## config.mk

```make
export PLATFORM = sky130hd
export DESIGN_NAME = id_ex_reg
export DESIGN_NICKNAME = d
export VERILOG_FILES = /design/src/rtl/pipe_pkg.sv /design/src/rtl/ex_fwd_mux.sv /design/src/rtl/id_ex_reg.sv
export SDC_FILE = /design/constraint.sdc
export NUM_CORES = 1
export LEC_CHECK = 0
export BUFFER_PORTS_ARGS = -buffer_cell sky130_fd_sc_hd__buf_4
export CAP_MARGIN = 20
export CORE_AREA = 2 2 175 177
export CTS_BUF_LIST = sky130_fd_sc_hd__clkbuf_4
export DETAILED_ROUTE_END_ITERATION = 10
export DIE_AREA = 0 0 177 179
export PLACE_DENSITY_LB_ADDON = 0.3
export SETUP_SLACK_MARGIN = 0.15
export SLEW_MARGIN = 30
export SYNTH_ARGS = -nofsm -noshare
export SYNTH_HDL_FRONTEND = slang
export SYNTH_SLANG_ARGS = --single-unit
```

## constraint.sdc

```tcl
create_clock -name clk -period 1.9 [get_ports clk]
set_input_delay 0.19 -clock clk [delete_from_list [all_inputs] [get_ports clk]]
set_output_delay 0.19 -clock clk [all_outputs]
set_load 0.05 [all_outputs]
```

## src/rtl/pipe_pkg.sv

```systemverilog
// Shared pipeline constants: ALU op codes, forward-select encodings and the NOP word.
package pipe_pkg;

    localparam logic [2:0]  ALU_ADD    = 3'd0;
    localparam logic [2:0]  ALU_SUB    = 3'd1;
    localparam logic [2:0]  ALU_AND    = 3'd2;
    localparam logic [2:0]  ALU_OR     = 3'd3;

    localparam logic [1:0]  FWD_REG    = 2'd0;
    localparam logic [1:0]  FWD_M      = 2'd1;
    localparam logic [1:0]  FWD_W      = 2'd2;

    localparam logic [31:0] INSTR_NOP  = 32'h0000_0000;

endpackage

```

## src/rtl/ex_fwd_mux.sv

```systemverilog
// EX-stage 3:1 forwarding mux: register value, EX/MEM result or WB data.
// Any select outside the defined encodings falls back to the register value.
module ex_fwd_mux
    import pipe_pkg::*;
#(
    parameter int unsigned DW = 32
) (
    input  logic [1:0]    i_sel,
    input  logic [DW-1:0] i_reg,
    input  logic [DW-1:0] i_fwd_m,
    input  logic [DW-1:0] i_fwd_w,
    output logic [DW-1:0] o_data
);

    // Select the operand source from the current forward select.
    always_comb begin
        o_data = i_reg;
        case (i_sel)
            FWD_M:   o_data = i_fwd_m;
            FWD_W:   o_data = i_fwd_w;
            default: o_data = i_reg;
        endcase
    end

endmodule

```

## src/rtl/id_ex_reg.sv

```systemverilog
// ID/EX pipeline register of the 5-stage MIPS core.
// Latches decoded operands/control, applies EX forwarding and the operand-B select.
// Edge priority: reset (low) > flush > bubble > hold > load.
// Optional feature macro IDEX_PERF_CNT_EN adds saturating bubble/flush event counters.
module id_ex_reg
    import pipe_pkg::*;
#(
    parameter int unsigned DW = 32,
    parameter int unsigned RW = 5
) (
    input  logic          clk,
    input  logic          reset,
    input  logic          hold,
    input  logic          bubble,
    input  logic          flush,
    input  logic [DW-1:0] pc_d,
    input  logic [31:0]   instr_d,
    input  logic [DW-1:0] rs_data_d,
    input  logic [DW-1:0] rt_data_d,
    input  logic [DW-1:0] imm_d,
    input  logic [2:0]    alu_op_d,
    input  logic          alu_src_d,
    input  logic          reg_write_d,
    input  logic [RW-1:0] wa_d,
    input  logic          mem_write_d,
    input  logic          mem_to_reg_d,
    input  logic [1:0]    rs_fwd_sel,
    input  logic [1:0]    rt_fwd_sel,
    input  logic [DW-1:0] fwd_m,
    input  logic [DW-1:0] fwd_w,
    output logic          valid_e,
    output logic [DW-1:0] pc_e,
    output logic [31:0]   instr_e,
    output logic [DW-1:0] imm_e,
    output logic [2:0]    alu_op_e,
    output logic [DW-1:0] alu_a_e,
    output logic [DW-1:0] alu_b_e,
    output logic [DW-1:0] rt_fwd_e,
    output logic          reg_write_e,
    output logic [RW-1:0] wa_e,
    output logic          mem_write_e,
    output logic          mem_to_reg_e
`ifdef IDEX_PERF_CNT_EN
    ,
    output logic [DW-1:0] bubble_cnt,
    output logic [DW-1:0] flush_cnt
`endif
);

    logic          r_valid;
    logic [DW-1:0] r_pc;
    logic [31:0]   r_instr;
    logic [DW-1:0] r_rs;
    logic [DW-1:0] r_rt;
    logic [DW-1:0] r_imm;
    logic [2:0]    r_alu_op;
    logic          r_alu_src;
    logic          r_reg_write;
    logic [RW-1:0] r_wa;
    logic          r_mem_write;
    logic          r_mem_to_reg;

    logic [DW-1:0] w_rs_fwd;
    logic [DW-1:0] w_rt_fwd;

    // Pipeline register with reset/flush/bubble/hold priority.
    always_ff @(posedge clk) begin
        if (!reset || flush) begin
            r_valid      <= 1'b0;
            r_pc         <= '0;
            r_instr      <= INSTR_NOP;
            r_rs         <= '0;
            r_rt         <= '0;
            r_imm        <= '0;
            r_alu_op     <= ALU_ADD;
            r_alu_src    <= 1'b0;
            r_reg_write  <= 1'b0;
            r_wa         <= '0;
            r_mem_write  <= 1'b0;
            r_mem_to_reg <= 1'b0;
        end else if (bubble) begin
            // Bubble keeps the PC of the stalled instruction for debug/exception use.
            r_valid      <= 1'b0;
            r_pc         <= pc_d;
            r_instr      <= INSTR_NOP;
            r_rs         <= '0;
            r_rt         <= '0;
            r_imm        <= '0;
            r_alu_op     <= ALU_ADD;
            r_alu_src    <= 1'b0;
            r_reg_write  <= 1'b0;
            r_wa         <= '0;
            r_mem_write  <= 1'b0;
            r_mem_to_reg <= 1'b0;
        end else if (!hold) begin
            r_valid      <= 1'b1;
            r_pc         <= pc_d;
            r_instr      <= instr_d;
            r_rs         <= rs_data_d;
            r_rt         <= rt_data_d;
            r_imm        <= imm_d;
            r_alu_op     <= alu_op_d;
            r_alu_src    <= alu_src_d;
            // Writes to $0 are suppressed here so downstream never sees them.
            r_reg_write  <= reg_write_d && (wa_d != '0);
            r_wa         <= wa_d;
            r_mem_write  <= mem_write_d;
            r_mem_to_reg <= mem_to_reg_d;
        end
    end

    ex_fwd_mux #(
        .DW      (DW)
    ) u_rs_fwd (
        .i_sel   (rs_fwd_sel),
        .i_reg   (r_rs),
        .i_fwd_m (fwd_m),
        .i_fwd_w (fwd_w),
        .o_data  (w_rs_fwd)
    );

    ex_fwd_mux #(
        .DW      (DW)
    ) u_rt_fwd (
        .i_sel   (rt_fwd_sel),
        .i_reg   (r_rt),
        .i_fwd_m (fwd_m),
        .i_fwd_w (fwd_w),
        .o_data  (w_rt_fwd)
    );

    // Output drive: operand B is selected after forwarding.
    always_comb begin
        valid_e      = r_valid;
        pc_e         = r_pc;
        instr_e      = r_instr;
        imm_e        = r_imm;
        alu_op_e     = r_alu_op;
        alu_a_e      = w_rs_fwd;
        alu_b_e      = r_alu_src ? r_imm : w_rt_fwd;
        rt_fwd_e     = w_rt_fwd;
        reg_write_e  = r_reg_write;
        wa_e         = r_wa;
        mem_write_e  = r_mem_write;
        mem_to_reg_e = r_mem_to_reg;
    end

`ifdef IDEX_PERF_CNT_EN
    logic [DW-1:0] r_bubble_cnt;
    logic [DW-1:0] r_flush_cnt;

    // Saturating event counters; a flush masks a simultaneous bubble.
    always_ff @(posedge clk) begin
        if (!reset) begin
            r_bubble_cnt <= '0;
            r_flush_cnt  <= '0;
        end else if (flush) begin
            if (r_flush_cnt != '1) r_flush_cnt <= r_flush_cnt + 1'b1;
        end else if (bubble) begin
            if (r_bubble_cnt != '1) r_bubble_cnt <= r_bubble_cnt + 1'b1;
        end
    end

    assign bubble_cnt = r_bubble_cnt;
    assign flush_cnt  = r_flush_cnt;
`endif

endmodule

```

; ---- After elaboration in Yosys (flattened, before gate mapping)
; Index checks and enable logic that the tools add are counted.
[word_totals]
regBits = 173
mem_bits_rw = 0
wordCells = 27
n_memories = 0
mem_bits_ro = 0
latch_bits = 0
[classes]
n_eq_ne = 5
n_lt_le_gt_ge = 0
reduce_logical = 5
shifts = 0
bitwise_logic = 0
div = 0
mul = 0
addsub = 0
muxes = 5
[ops]
columns = cell, n
row1 = $pmux 32 s2, 2
row2 = $mux 32, 3
row3 = $reduce_bool 5->1, 1
row4 = $eq 2x1->1 const B, 2
row5 = $eq 2x2->1 const B, 2
row6 = $ne 2x1->1 const B, 1
row7 = $reduce_or 2->1, 1
row8 = $logic_and 1x1->1, 1
row9 = $logic_not 1->1, 1
row10 = $logic_or 1x1->1, 1

; ---- Depth between registers and ports, before layout
[depth]
ltp_word = 3
ltp_mapped = 7
depth_no_buf = 5

; ---- Cells and area by module
; A second synthesis with hierarchy kept.
[hier_totals]
cells_unflattened = 863
hier_area_um2 = 7941.4
[modules_own_cells]
columns = mod, area_per_inst_um2, cells_per_inst, n_inst
row1 = id_ex_reg, 6667.6, 637, 1
row2 = ex_fwd_mux, 636.9, 113, 2

; ---- Worst setup path after synthesis
; Ideal clock, no wire load.
[synth_path]
kind = input-to-output
start = input port rt_fwd_sel[0]
end = output port alu_b_e[30]
t_required_ps = 1710
stages = 6
arrival_time_ps = 2519
path_buffers = 2
path_slack_ps = -809
path_cell_list = inv_1 > ha_1 > buf_2 > clkbuf_1 > o21ai_0 > mux2_1
[synth_via]
elab_chain_cells = 3
elab_cells_between_ends = 4
cone_classes = eq/ne: 2 / mux: 2
[synth_rtl]
columns = element, line
row1 = "start, declared", id_ex_reg.sv:28  ; input logic [1:0] rt_fwd_sel,
row2 = $eq 2x2->1 / $eq 2x1->1 (equally long branches), ex_fwd_mux.sv:18  ; case (i_sel)
row3 = $pmux 32 s2 (*), ex_fwd_mux.sv:18
row4 = named net rt_fwd_e[30], id_ex_reg.sv:38  ; output logic [DW-1:0] rt_fwd_e,
row5 = $mux 32 (*), id_ex_reg.sv:140  ; alu_b_e = r_alu_src ? r_imm : w_rt_fwd;
row6 = "end, declared", id_ex_reg.sv:37  ; output logic [DW-1:0] alu_b_e,
; Mark *: on every way through the listed nets, which the timed path passes. The rest lies on a longest branch.

; ---- Worst setup path after layout
[layout_path]
start = register r_alu_src
end = output port alu_b_e[22]
[layout_via]
elab_chain_cells = 1
[layout_rtl]
columns = element, line
row1 = "start, declared", id_ex_reg.sv:57  ; logic r_alu_src;
row2 = "start signal, assigned", id_ex_reg.sv:103  ; r_alu_src <= alu_src_d;
row3 = $mux 32, id_ex_reg.sv:140
; Every way passes these cells.

==> impl_results.md <==
* Total number of vias at 8725
* HPWL Detailed at 22200 um
* Count of final setup violators at 0
* Wirelength per Cell at 17.4 um
* CTS buffer count at 17
* R2r startpoint: imm_e[6]
* Sequential-to-total area share from yosys stat at 0.446
* Critical path class: reg -> out
* Global Route Usage Sum at 0.194
* Leakage at 6.55 nW
* First-pass detailed-route iteration total at 4
* Startpoint types: flip-flop
* Reg-to-Reg End: imm_e[6]
* FILL cells at 2784
* Worst setup path end: alu_b_e[22]
* R2R depth at 3
* CP Launch Point: r_alu_src
* Die Span X at 177 um
* Initial antenna violation count at 2
* CTS H-Tree Depth at 4
* Least-Margin Pin Slew at 1.02 ns
* Tightest Hold Check Type: in -> reg
* Share of cells above drive strength 1 at 0.412
* Buffers on Ports at 448
* Total Nets Final at 1725
* Initial Utilization at 0.259
* Final TNS setup at 0 ns
* Final hold vios at 0
* Status: finished clean
* Most used cells in the layout excluding fill and tap cells: buf_4 (428), dlygate4sd3_1 (188), dfxtp_1 (170), mux2i_1 (139), nand2_1 (129)
* Syn avg cell area at 8.99 sq um
* RSZ-0062 raised after global routing: yes
* Worst path arrival time at 1.70 ns
* Chip Height at 179 um
* DP Cell Count at 1660
* Total chip power at 8.78 mW
* Register bit count reported by yosys at 173
* Maximum clock rate at 528 MHz
* WP data required at 1.71 ns
* Core region area at 0.0300 sq mm
* # rows at 64
* Hold WS at 0.0959 ns
* CTS Buffer Depth at 2
* Largest net degree at the start of global routing at 142
* Yosys warns at 0
* Synth unique cells at 20
* Cells after Synth at 863
* Syn Nets at 1112
* Area Growth Syn to Fin at 86.1%
* Clock transition at path regs at 0.18 ns
* I/O pin total at 449
* Area of the mapped netlist at 0.00776 sq mm
* Min Tclk post-route at 1.89 ns
* Setup ws final at 0.00731 ns
* Routability-driven placement congestion ratio at 0.803
* Worst Skew at 0 ns
* Max VDD drop at 316 uV
* Period utilisation layout at 0.996
* Pre-CTS setup slack at 0.0815 ns
* Starting DRC count in detailed routing at 420
* CTS Sinks at 173
* Vias in the first global route at 8649
* Count of pins over their slew limit at 0
* Commonest non-fill, non-tap cell in the layout: buf_4
* Post-Layout Cell Count at 1886
* Detail Route Antenna Nets at 0
* Cell Pwr Density at 608 mW/mm^2
* Global route overflow at 0
* Vias per Instance at 4.63
* DRC at 0
* CTS tree: yes
* First-pass GRT wire length at 47700 um
* Final WL at 32800 um
* Final Core Density at 0.481
* Internal reg-to-reg setup slack at 0.68 ns
* Max Cap Viol at 0
* Crit Path Max Fanout at 19
* Fin area at 0.0144 sq mm
* CP endpoint kind: output port
* DIE AREA at 0.0317 sq mm
* Clock latency on the worst-skew pair at 0.58 ns
* Placed Area at 0.0121 sq mm
* Slew margin rel. at 0.320
* CTS root buffer: clkbuf_4
[cell type report]
cell class	count	area, sq um	share of cell area
repair buffers	667	5810	0.402
clock inverters	15	135	0.00935
flip-flops and latches	173	3470	0.240
inverters	5	18.8	0.00130
well taps	396	495	0.0343
diodes	1	2.50	0.000173
multi-input cells	612	4380	0.304
clock buffers	17	128	0.00883
[flip-flops by register name, summed over array words and instances, names as in the netlist]
register and flops:
r_rs 32, valid_e 1, instr_e 32, alu_op_e 3
reg_write_e 1, r_alu_src 1, wa_e 5, imm_e 32
pc_e 32, mem_write_e 1, r_rt 32, mem_to_reg_e 1
[logic make-up (layout without fill, tap and decap cells)]
group	after synthesis	in the layout	share of synthesized area
buf+inv	78	704	0.0517
compound gates	163	163	0.126
other cells	0	1	0
fa+ha+maj	4	4	0.00645
simple gates	274	274	0.144
mux	171	171	0.226
flops	173	173	0.446
[synthesized netlist by cell type, drive strengths merged]
master / number / area (sq um)
mux2i: 139 / 1390
inv: 5 / 18.8
clkbuf: 34 / 128
dfxtp: 173 / 3460
or4: 1 / 7.51
nor2: 139 / 597
o21ai: 65 / 325
buf: 39 / 255
nand2b: 2 / 12.5
ha: 4 / 50.1
nand2: 129 / 484
a21oi: 34 / 170
nor2b: 2 / 12.5
a22oi: 64 / 480
or2: 1 / 6.26
mux2: 32 / 360
[worst max-delay path: stages, from the launching register on]
cell and delay [ns]:
dfxtp_4 0.40, buf_12 0.20, mux2_4 0.34, buf_6 0.16
[power breakdown]
part           leakage, nW  switching [mW]  internal, mW
clock network        0.133            1.49         0.663
logic                 5.02            1.58          1.29
registers             1.41          0.0504          3.71
total                 6.55            3.12          5.66
[how the worst min path moves through the flow]
stage                 from           to  slack (ns)  cells past startpoint
2_1_floorplan      pc_d[0]      pc_e[0]        0.33                      2
3_3_place_gp     imm_d[29]    imm_e[29]        0.42                      3
3_5_place_dp   instr_d[19]  instr_e[19]        0.43                      3
4_1_cts             bubble     pc_e[11]       0.005                      5
5_1_grt             bubble     pc_e[21]        0.05                      5
6_report            bubble     pc_e[11]         0.1                      5
[routing by layer]
metal,track usage,part of all wire
met5,0,0.00049
met2,0.341,0.50
met3,0.0384,0.061
met1,0.236,0.42
met4,0.0685,0.021
[timing repair]
action	4_1_cts	5_1_grt
pin swaps	1	1
endpoints found under the hold margin	172	0
gates resized for setup	26	20
cloned	0	1
setup endpoints to repair	36	35
setup buffers	1	3
hold buffers	188	0
Power figures use the tool's default switching activity.
